### src/rtl/instr_fetch_unit.sv
// Fetch-and-issue front end: walks PC, fetches 24-bit words over req/ack, holds them in IR and counts issues.
// Optional HALT support (opcode 4'b1111 stops fetching) is built when IFU_HALT_EN is defined.
module instr_fetch_unit #(
    parameter int PC_W  = 12,
    parameter int CNT_W = 16
) (
    input  logic             Clock,
    input  logic             ResetN,
    output logic             ImemReq,
    output logic [PC_W-1:0]  ImemAddr,
    input  logic [23:0]      ImemRdata,
    input  logic             ImemAck,
    output logic             InstrValid,
    input  logic             IssueReady,
    input  logic             BranchTaken,
    output logic [3:0]       OPCODE,
    output logic [3:0]       Rs,
    output logic [3:0]       Rt,
    output logic [3:0]       Rd,
    output logic [3:0]       Function,
    output logic [11:0]      Imm,
    output logic [PC_W-1:0]  PC,
    output logic [CNT_W-1:0] InstrCount,
    output logic             Halted
);

    localparam logic [1:0] ST_FETCH = 2'd0;
    localparam logic [1:0] ST_ISSUE = 2'd1;
`ifdef IFU_HALT_EN
    localparam logic [1:0] ST_HALT  = 2'd2;
`endif

    logic [1:0]       state_r;
    logic [23:0]      ir_r;
    logic [PC_W-1:0]  pc_r;
    logic [CNT_W-1:0] count_r;
    logic             req_r;
    logic             valid_r;
    logic             fetch_ack_s;
    logic             issue_s;
    logic [PC_W-1:0]  offset_s;
    logic [PC_W-1:0]  next_pc_s;

    // Sign-extend the 12-bit immediate, then fit it to the PC width (modulo arithmetic).
    function automatic logic [PC_W-1:0] sext_imm(input logic [11:0] imm);
        logic [63:0] wide;
        wide = {{52{imm[11]}}, imm};
        return wide[PC_W-1:0];
    endfunction

    // Handshake qualifiers and the next-PC computation.
    always_comb begin
        fetch_ack_s = (state_r == ST_FETCH) && req_r && ImemAck;
        issue_s     = (state_r == ST_ISSUE) && valid_r && IssueReady;
        if (BranchTaken) begin
            offset_s = sext_imm(ir_r[11:0]);
        end else begin
            offset_s = {PC_W{1'b0}};
        end
        next_pc_s = pc_r + PC_W'(1'b1) + offset_s;
    end

    // Fetch/issue state machine; req and valid are registered so reset drops them asynchronously.
    always_ff @(posedge Clock or negedge ResetN) begin
        if (!ResetN) begin
            state_r <= ST_FETCH;
            ir_r    <= 24'h000000;
            pc_r    <= {PC_W{1'b0}};
            count_r <= {CNT_W{1'b0}};
            req_r   <= 1'b0;
            valid_r <= 1'b0;
        end else begin
            case (state_r)
                ST_FETCH: begin
                    if (fetch_ack_s) begin
                        ir_r    <= ImemRdata;
                        req_r   <= 1'b0;
                        valid_r <= 1'b1;
                        state_r <= ST_ISSUE;
                    end else begin
                        req_r   <= 1'b1;
                    end
                end
                ST_ISSUE: begin
                    if (issue_s) begin
                        pc_r    <= next_pc_s;
                        count_r <= count_r + CNT_W'(1'b1);
                        valid_r <= 1'b0;
`ifdef IFU_HALT_EN
                        if (ir_r[23:20] == 4'hF) begin
                            state_r <= ST_HALT;
                            req_r   <= 1'b0;
                        end else begin
                            state_r <= ST_FETCH;
                            req_r   <= 1'b1;
                        end
`else
                        state_r <= ST_FETCH;
                        req_r   <= 1'b1;
`endif
                    end
                end
`ifdef IFU_HALT_EN
                ST_HALT: begin
                    req_r   <= 1'b0;
                    valid_r <= 1'b0;
                end
`endif
                default: begin
                    state_r <= ST_FETCH;
                    req_r   <= 1'b0;
                    valid_r <= 1'b0;
                end
            endcase
        end
    end

    assign ImemReq    = req_r;
    assign ImemAddr   = pc_r;
    assign InstrValid = valid_r;
    assign PC         = pc_r;
    assign InstrCount = count_r;
    assign OPCODE     = ir_r[23:20];
    assign Rs         = ir_r[19:16];
    assign Rt         = ir_r[15:12];
    assign Rd         = ir_r[11:8];
    assign Function   = ir_r[3:0];
    assign Imm        = ir_r[11:0];
`ifdef IFU_HALT_EN
    assign Halted     = (state_r == ST_HALT);
`else
    assign Halted     = 1'b0;
`endif

endmodule

### config.mk
export PLATFORM = sky130hd
export DESIGN_NAME = instr_fetch_unit
export DESIGN_NICKNAME = d
export VERILOG_FILES = /design/src/rtl/instr_fetch_unit.sv
export SDC_FILE = /design/constraint.sdc
export NUM_CORES = 1
export LEC_CHECK = 0
export CAP_MARGIN = 20
export CORE_MARGIN = 4
export CORE_UTILIZATION = 25
export DETAILED_ROUTE_END_ITERATION = 16
export DONT_BUFFER_PORTS = 1
export GPL_ROUTABILITY_DRIVEN = 0
export HOLD_SLACK_MARGIN = 0.06
export SLEW_MARGIN = 20
export SYNTH_ARGS = -nofsm -noshare
export SYNTH_HDL_FRONTEND = slang
export SYNTH_SLANG_ARGS = --single-unit
### constraint.sdc
create_clock -name Clock -period 2.19 [get_ports Clock]
set_clock_uncertainty 0.05 [all_clocks]
set_input_delay 0.3285 -clock Clock [delete_from_list [all_inputs] [get_ports Clock]]
set_output_delay 0.3285 -clock Clock [all_outputs]
set_load 0.02 [all_outputs]
-- Word level (Yosys, flattened, before mapping)
Cells that the tools add are included.
- add/subtract/negate cells: 3
- equality and inequality tests: 3
- multiplexer cells: 10
- reductions and logical operators: 8
- operators with widths (cell ; number):
    $add 16x1->16 const B ; 1
    $add 12x1->12 const B ; 1
    $add 12x12->12 ; 1
    $mux 12 ; 1
    $reduce_and 2->1 ; 3
    $logic_and 1x1->1 ; 4
    $mux 1 ; 4
    $mux 2 ; 2
    $ne 2x2->1 const B ; 2
    $pmux 1 s2 ; 2
    $pmux 2 s2 ; 1
    $eq 2x1->1 const B ; 1
    $logic_not 2->1 ; 1
- register bits: 56
- output and inout bits: 75
- word-level logic and storage cells: 30

-- Depth between registers and ports, before layout
Gate-level depths: netlist of run 1.
- depth after elaboration: 5
- gate-level depth with buffers: 10
- gate-level depth less buffers: 9

-- Least setup slack after synthesis of run 1
No wires, ideal clock.
- path type: flip-flop to flip-flop
- start point: register ir_r[0]
- end point: register pc_r[10], in the netlist ImemAddr[10]
- setup time: 0.092 ns
- arrival time: 2.100 ns
- slack: -0.052 ns
- stages on the path, launching flop included: 10
- path buffers: 0
- path through: dfrtp_1 > nand2_1 > ha_1 > inv_1 > fa_1 > a21o_1 > a311oi_2 > nor4b_1 > o21a_1 > o31ai_2
- longest elaborated chain between the ends: 2
- RTL lines (element ; RTL line ; text):
    from (decl) ; 34 ; logic [23:0] ir_r;
    from (signal assigned) ; 76 ; ir_r <= ImemRdata;
    $mux 12 ; 55 ; if (BranchTaken) begin
    $add 12x12->12 ; 60 ; next_pc_s = pc_r + PC_W'(1'b1) + offset_s;
    to (signal assigned) ; 68 ; pc_r <= {PC_W{1'b0}};
    to (signal assigned) ; 86 ; pc_r <= next_pc_s;
    to (decl) ; 35 ; logic [PC_W-1:0] pc_r;
No other way between the ends.
A chain may end at the register's enable or synchronous reset.

-- Worst setup path in the final report of run 1
Same ends and word-level chain as after synthesis.

==> flow_summary.ini, run 1 <==
[power]
p_leak_nw = 1.47
ir_drop_mv = 0.846
p_per_area_nw_per_um2 = 1580

[clock_tree]
clock_path_buffers = 2
clkTransAtPathRegs_ns = 0.08
cts_buffers = 5
tritoncts = built
cts_max_level = 2
clk_latency_ns = 0.30
root_buffer = clkbuf_16
cts.sinks = 54

[yosys]
synthMuxAreaShare_pct = 9.78
synth_edf_count = 0
synth-main-ff-cell = dfrtp_1
synthesis.nets = 306
postSynthCellCount = 264
synth_async_sr_flop_share_pct = 100
yosysTopAreaCell = dfrtp_1
synth-adder-area-share_pct = 5.94
synth_top_family_by_area = simple AND/OR/NAND/NOR gates
synthSimpleGateAreaFrac_pct = 14.8
yosysTopAreaCellShare_pct = 47.2
ys_warn_count = 0
ys_seq_area_share_pct = 47.2
synth_compound_area_share_pct = 9.48
yosysUniqueCellTypes = 44
netlist_area_sq_um = 2870
synthXorXnorAreaFrac_pct = 5.81
ys_seq_elements = 54
ys_top_cells_by_area = dfrtp_1 47%, mux2_1 7.1%, buf_4 5.5%
avgSynthCellArea_sq_um = 10.9

[timing]
max_freq_ghz = 0.458
rsz0062_at_grt = yes
worst_pin_slew_ns = 0.617
finalCritPeriodShare_pct = 99.7
period_minus_slack_ns = 2.18
relSlewSlack_pct = 58.4
setup_viol = 0
drv_slew = 0
finalHoldViolations = 0

[finish]
final_area_sq_um = 3340
utilization_pct = 30.3
n_fill_cell = 1144
stdcell_count = 420
nets = 321
mostFrequentLayoutCells = 52 x dfrtp_1, 33 x buf_4, 30 x nand2_1
area_growth_pct = 16.6
drive_above_1_share_pct = 22.9
layout_commonest_cell = dfrtp_1
antenna-diode-count = 0

[worst_hold_path]
hold_path_startpoint = IssueReady
hp-class = in -> reg
holdPathStages = 1

[critical_path]
path_depth = 9
cp-start-kind = register
r2r_start = ir_r[0]$_DFFE_PN0P_
worstPathArrival_ns = 2.35
r2r_cells = 9
crit_buf_inv = 1
cp_max_fo = 2
crit_required_ns = 2.35
rrSetupSlack_ns = 0.006
worst_path_max_delay_cell = dfrtp_2
setup.worst_path.start = ir_r[0]$_DFFE_PN0P_
cp_top_family = compound AO/OA/AOI/OAI gates
cpPeakStageDelay_ns = 0.41
path_cells = nand2_2 -> ha_4 -> inv_2 -> fa_2 -> a21o_1 -> a311oi_2 -> nor4b_2 -> o21a_1 -> o31ai_2
critPathKind = reg -> reg
crit_path_end_kind = register

[routing]
route.detailed.drc = 0
dr.pass1.iters = 4
ant_nets = 0
drt-initial-drc-count = 87
vias_per_cell = 4.60
wl_per_cell_microns = 15.7
routed_wl_mm = 6.58
via_count = 1932

[grt]
grt_pass1_vias = 2036
antenna_found_initial = 0
grt_max_degree = 55
grt_pass1_wl_mm = 10.6
grt_usage_pct = 10.3
overflow = 0

[floorplanning]
die_height_microns = 115
num_rows = 38
pin_count = 104
die_w_microns = 115
core-area_sq_um = 11000
die-area_sq_um = 13200
initial_utilization_pct = 26.0

[run_status]
status = completed

[place]
place_area_sq_um = 3080
place_inst = 406
io_buffer_count = 0
dpl.hpwl_mm = 4.97

[flow_run]
maxCapViolations = 0
## final cells by class
type | instances | area [sq um] | share of cell area [%]
repair buffers | 36 | 295 | 8.84
inverters | 3 | 11.3 | 0.337
flip-flops and latches | 54 | 1350 | 40.5
clock buffers | 5 | 125 | 3.74
clock inverters | 3 | 18.8 | 0.562
multi-input cells | 179 | 1360 | 40.8
well taps | 140 | 175 | 5.24
## final timing paths
path                                              end
setup reg to reg             ImemAddr[10]$_DFFE_PN0P_
hold / removal                    ImemReq$_DFFE_PN0P_
setup / recovery             ImemAddr[10]$_DFFE_PN0P_
max in group asynchronous     ImemAddr[0]$_DFFE_PN0P_
hold reg to reg            InstrCount[15]$_DFFE_PN0P_
min in group asynchronous     ImemAddr[8]$_DFFE_PN0P_
## per-layer routing
layer  GRT usage (%)  part of all wire [%]
met2            16.6                    48
met3            3.95                   7.6
met1            12.9                    43
met5               0                     0
met4            3.29                  0.99
## power breakdown
| part | internal (mW) | switching, mW | leakage [nW] |
|---|---|---|---|
| registers | 1.39 | 0.519 | 0.666 |
| logic | 1.03 | 1.54 | 0.731 |
| clock network | 0.425 | 0.384 | 0.0740 |
| total | 2.84 | 2.44 | 1.47 |
## metrics by stage
stage | TNS, ns | power [mW] | hold slack (ns) | worst slack (ns)
floorplan | 0 | 3.83 | -0.0171 | 0.0292
global placement | 0 | 4.32 | -0.0131 | 0.0596
detailed placement | 0 | 4.38 | -0.0144 | 0.0291
CTS | 0 | 5.25 | 0.0937 | 0.0121
global route | -0.171 | 5.69 | 0.0882 | -0.0815
finish | 0 | 5.28 | 0.102 | 0.00609
## cells by family after synthesis
| kind of cell | after synthesis |
|---|---|
| AO/OA/AOI/OAI | 39 |
| XOR/XNOR | 19 |
| adder cells (fa/ha/maj) | 13 |
| buffers and inverters | 31 |
| flip-flops | 54 |
| multiplexers | 25 |
| other | 1 |
| AND/OR/NAND/NOR | 82 |
## Yosys cell counts (2+ instances only)
library cell,n
dfrtp_1,54
nand2_1,31
buf_4,21
mux2_1,18
xnor2_1,13
ha_1,12
and2_1,11
nand3_1,10
o21ai_1,8
a21oi_1,7
mux2_2,6
nand4_1,6
nor2_1,6
xor2_1,6
clkbuf_1,5
o21ai_0,4
a21oi_2,3
and3_1,3
nand2b_1,3
o211ai_1,3
a211o_1,2
a211oi_1,2
a21o_1,2
and4_1,2
buf_2,2
inv_1,2
nor2b_1,2
nor3_1,2
nor4b_1,2
o21bai_1,2
## registers in the layout (all words and copies together), names as in the netlist
name / cells
ir_r: 24
ImemReq: 1
InstrCount: 16
InstrValid: 1
ImemAddr: 12
## timing repair
| action | in CTS | in global routing |
|---|---|---|
| hold endpoints to repair | 55 | 0 |
| endpoints found under the setup margin | 0 | 3 |
| hold buffers | 3 | 0 |
| setup buffers | 0 | 3 |
| resized for setup | 0 | 10 |
No activity file was read; power rests on OpenSTA's default activity.
==> run 2, diff against run 1 <==
--- a/config.mk
+++ b/config.mk
@@ -6,13 +6,14 @@
 export NUM_CORES = 1
 export LEC_CHECK = 0
 export CAP_MARGIN = 20
-export CORE_MARGIN = 4
+export CELL_PAD_IN_SITES_DETAIL_PLACEMENT = 1
+export CELL_PAD_IN_SITES_GLOBAL_PLACEMENT = 1
 export CORE_UTILIZATION = 25
 export DETAILED_ROUTE_END_ITERATION = 16
 export DONT_BUFFER_PORTS = 1
 export GPL_ROUTABILITY_DRIVEN = 0
 export HOLD_SLACK_MARGIN = 0.06
-export SLEW_MARGIN = 20
+export PLACE_DENSITY_LB_ADDON = 0.1
 export SYNTH_ARGS = -nofsm -noshare
 export SYNTH_HDL_FRONTEND = slang
 export SYNTH_SLANG_ARGS = --single-unit
==> run 2 against run 1 <==
Net effect:
- via count increased by 2.4%
- wire length increased by 8.1%
- global-route usage increased by 2.6 points
- critical path type unchanged
- critical endpoint is now ImemAddr[8]$_DFFE_PN0P_
==> flow_summary.ini, run 2 (synthesis gave the netlist of run 1 again) <==
[run_status]
status = completed

[critical_path]
cp_max_fo = 2
worst_path_max_delay_cell = dfrtp_2
rrSetupSlack_ns = 0.08
crit_required_ns = 2.31
cp_top_family = compound AO/OA/AOI/OAI gates
critPathKind = reg -> reg
crit_path_end_kind = register
cpPeakStageDelay_ns = 0.41
crit_buf_inv = 2
worstPathArrival_ns = 2.23
cp-start-kind = register
path_cells = nand2_2 -> ha_4 -> inv_2 -> fa_2 -> a21o_1 -> a311oi_4 -> buf_4 -> o21bai_4 -> nand4b_1 -> o211ai_1

[timing]
period_minus_slack_ns = 2.11
max_freq_ghz = 0.473
drv_slew = 0
setup_viol = 0
finalCritPeriodShare_pct = 96.5
relSlewSlack_pct = 57.8
worst_pin_slew_ns = 0.626
finalHoldViolations = 0
rsz0062_at_grt = yes

[grt]
grt_pass1_wl_mm = 11.3
grt_max_degree = 55
antenna_found_initial = 0
overflow = 0
grt_usage_pct = 13.0
grt_pass1_vias = 2081

[place]
place_inst = 411
io_buffer_count = 0
place_area_sq_um = 3120
dpl.hpwl_mm = 5.19

[finish]
layout_commonest_cell = dfrtp_1
largest_register_ffs = 24
area_growth_pct = 18.5
final_area_sq_um = 3390
antenna-diode-count = 0
mostFrequentLayoutCells = 52 x dfrtp_1, 38 x buf_4, 30 x nand2_1
drive_above_1_share_pct = 24.9
regMostFlops = ir_r
nets = 326
stdcell_count = 425

[floorplanning]
pin_count = 104
initial_utilization_pct = 26.1
die-area_sq_um = 11900
num_rows = 38
die_w_microns = 109
die_height_microns = 109
core-area_sq_um = 11000

[clock_tree]
tritoncts = built
clock_path_buffers = 2
clkTransAtPathRegs_ns = 0.07
cts_max_level = 2
clk_latency_ns = 0.30
root_buffer = clkbuf_16
cts_buffers = 5
cts.sinks = 54

[worst_hold_path]
hp-class = in -> reg

[routing]
wl_per_cell_microns = 16.7
route.detailed.drc = 0
drt-initial-drc-count = 51
routed_wl_mm = 7.11
dr.pass1.iters = 4
ant_nets = 0
via_count = 1979
vias_per_cell = 4.66

[flow_run]
maxCapViolations = 0

[power]
p_per_area_nw_per_um2 = 1590
p_leak_nw = 1.49
ir_drop_mv = 0.538
==> run 2: cell types whose count changed in the layout (fill, tap and decap cells not counted), sizes merged <==
cell | previous run | this run
buf | 34 | 39
clkbuf | 5 | 6
inv | 4 | 3
==> run 2: stage by stage <==
stage / hold WS [ns] / setup slack, ns / total power [mW] / util (%) / setup TNS [ns]
final: 0.0971 / 0.0773 / 5.39 / 30.9 / 0
after global routing: 0.0825 / -0.0350 / 5.81 / 30.9 / -0.0831
after CTS: 0.0871 / -0.0159 / 5.40 / 30.4 / -0.0285
after detailed placement: -0.0157 / -0.0387 / 4.47 / 28.4 / -0.0470
after global placement: -0.0157 / 0.0139 / 4.43 / 28.4 / 0
after floorplan: -0.0171 / 0.0292 / 3.83 / - / 0
==> run 2: area by class of cell <==
class                      count  area, sq um
clock inverter                 2         13.8
multi-input combinational    179         1380
sequential                    54         1350
tap                          140          175
fill                        1223         7590
clock buffer                   6          129
timing repair buffer          41          333
inverter                       3         11.3
==> run 2: metal layers <==
| layer | track usage (%) | wire (microns) |
|---|---|---|
| met1 | 15.5 | 3040 |
| met2 | 20.9 | 3490 |
| met3 | 4.90 | 466 |
| met4 | 4.92 | 117 |
| met5 | 0 | 0 |
==> run 2: worst reg2reg max path, delay by kind of cell (launching register included) <==
family | cells | cell delay, ns
flops | 1 | 0.41
simple gates | 2 | 0.19
fa+ha+maj | 2 | 0.48
buf+inv | 2 | 0.22
compound gates | 4 | 0.61
==> run 2: final timing paths <==
check | start | end | depth (start not counted)
min | IssueReady | ImemReq$_DFFE_PN0P_ | 1
min reg2reg | InstrValid$_DFFE_PN0P_ | InstrValid$_DFFE_PN0P_ | 2
min in group asynchronous | ResetN | ir_r[18]$_DFFE_PN0P_ | 2
max in group asynchronous | ResetN | ImemAddr[0]$_DFFE_PN0P_ | 2
max | ir_r[0]$_DFFE_PN0P_ | ImemAddr[8]$_DFFE_PN0P_ | 10
max reg2reg | ir_r[0]$_DFFE_PN0P_ | ImemAddr[8]$_DFFE_PN0P_ | 10
==> run 2: power breakdown <==
part | internal (mW) | switching [mW] | leakage, nW
Sequential | 1.39 | 0.507 | 0.666
Combinational | 1.09 | 1.59 | 0.757
Clock | 0.426 | 0.390 | 0.0708
==> run 2: what timing repair did <==
| item | 4_1_cts | 5_1_grt |
|---|---|---|
| pin swaps | 2 | 10 |
| cloned | 0 | 0 |
| gates resized for setup | 2 | 11 |
| hold buffers | 3 | 0 |
| setup buffers | 3 | 0 |
| endpoints found under the hold margin | 55 | 0 |
| endpoints found under the setup margin | 2 | 5 |
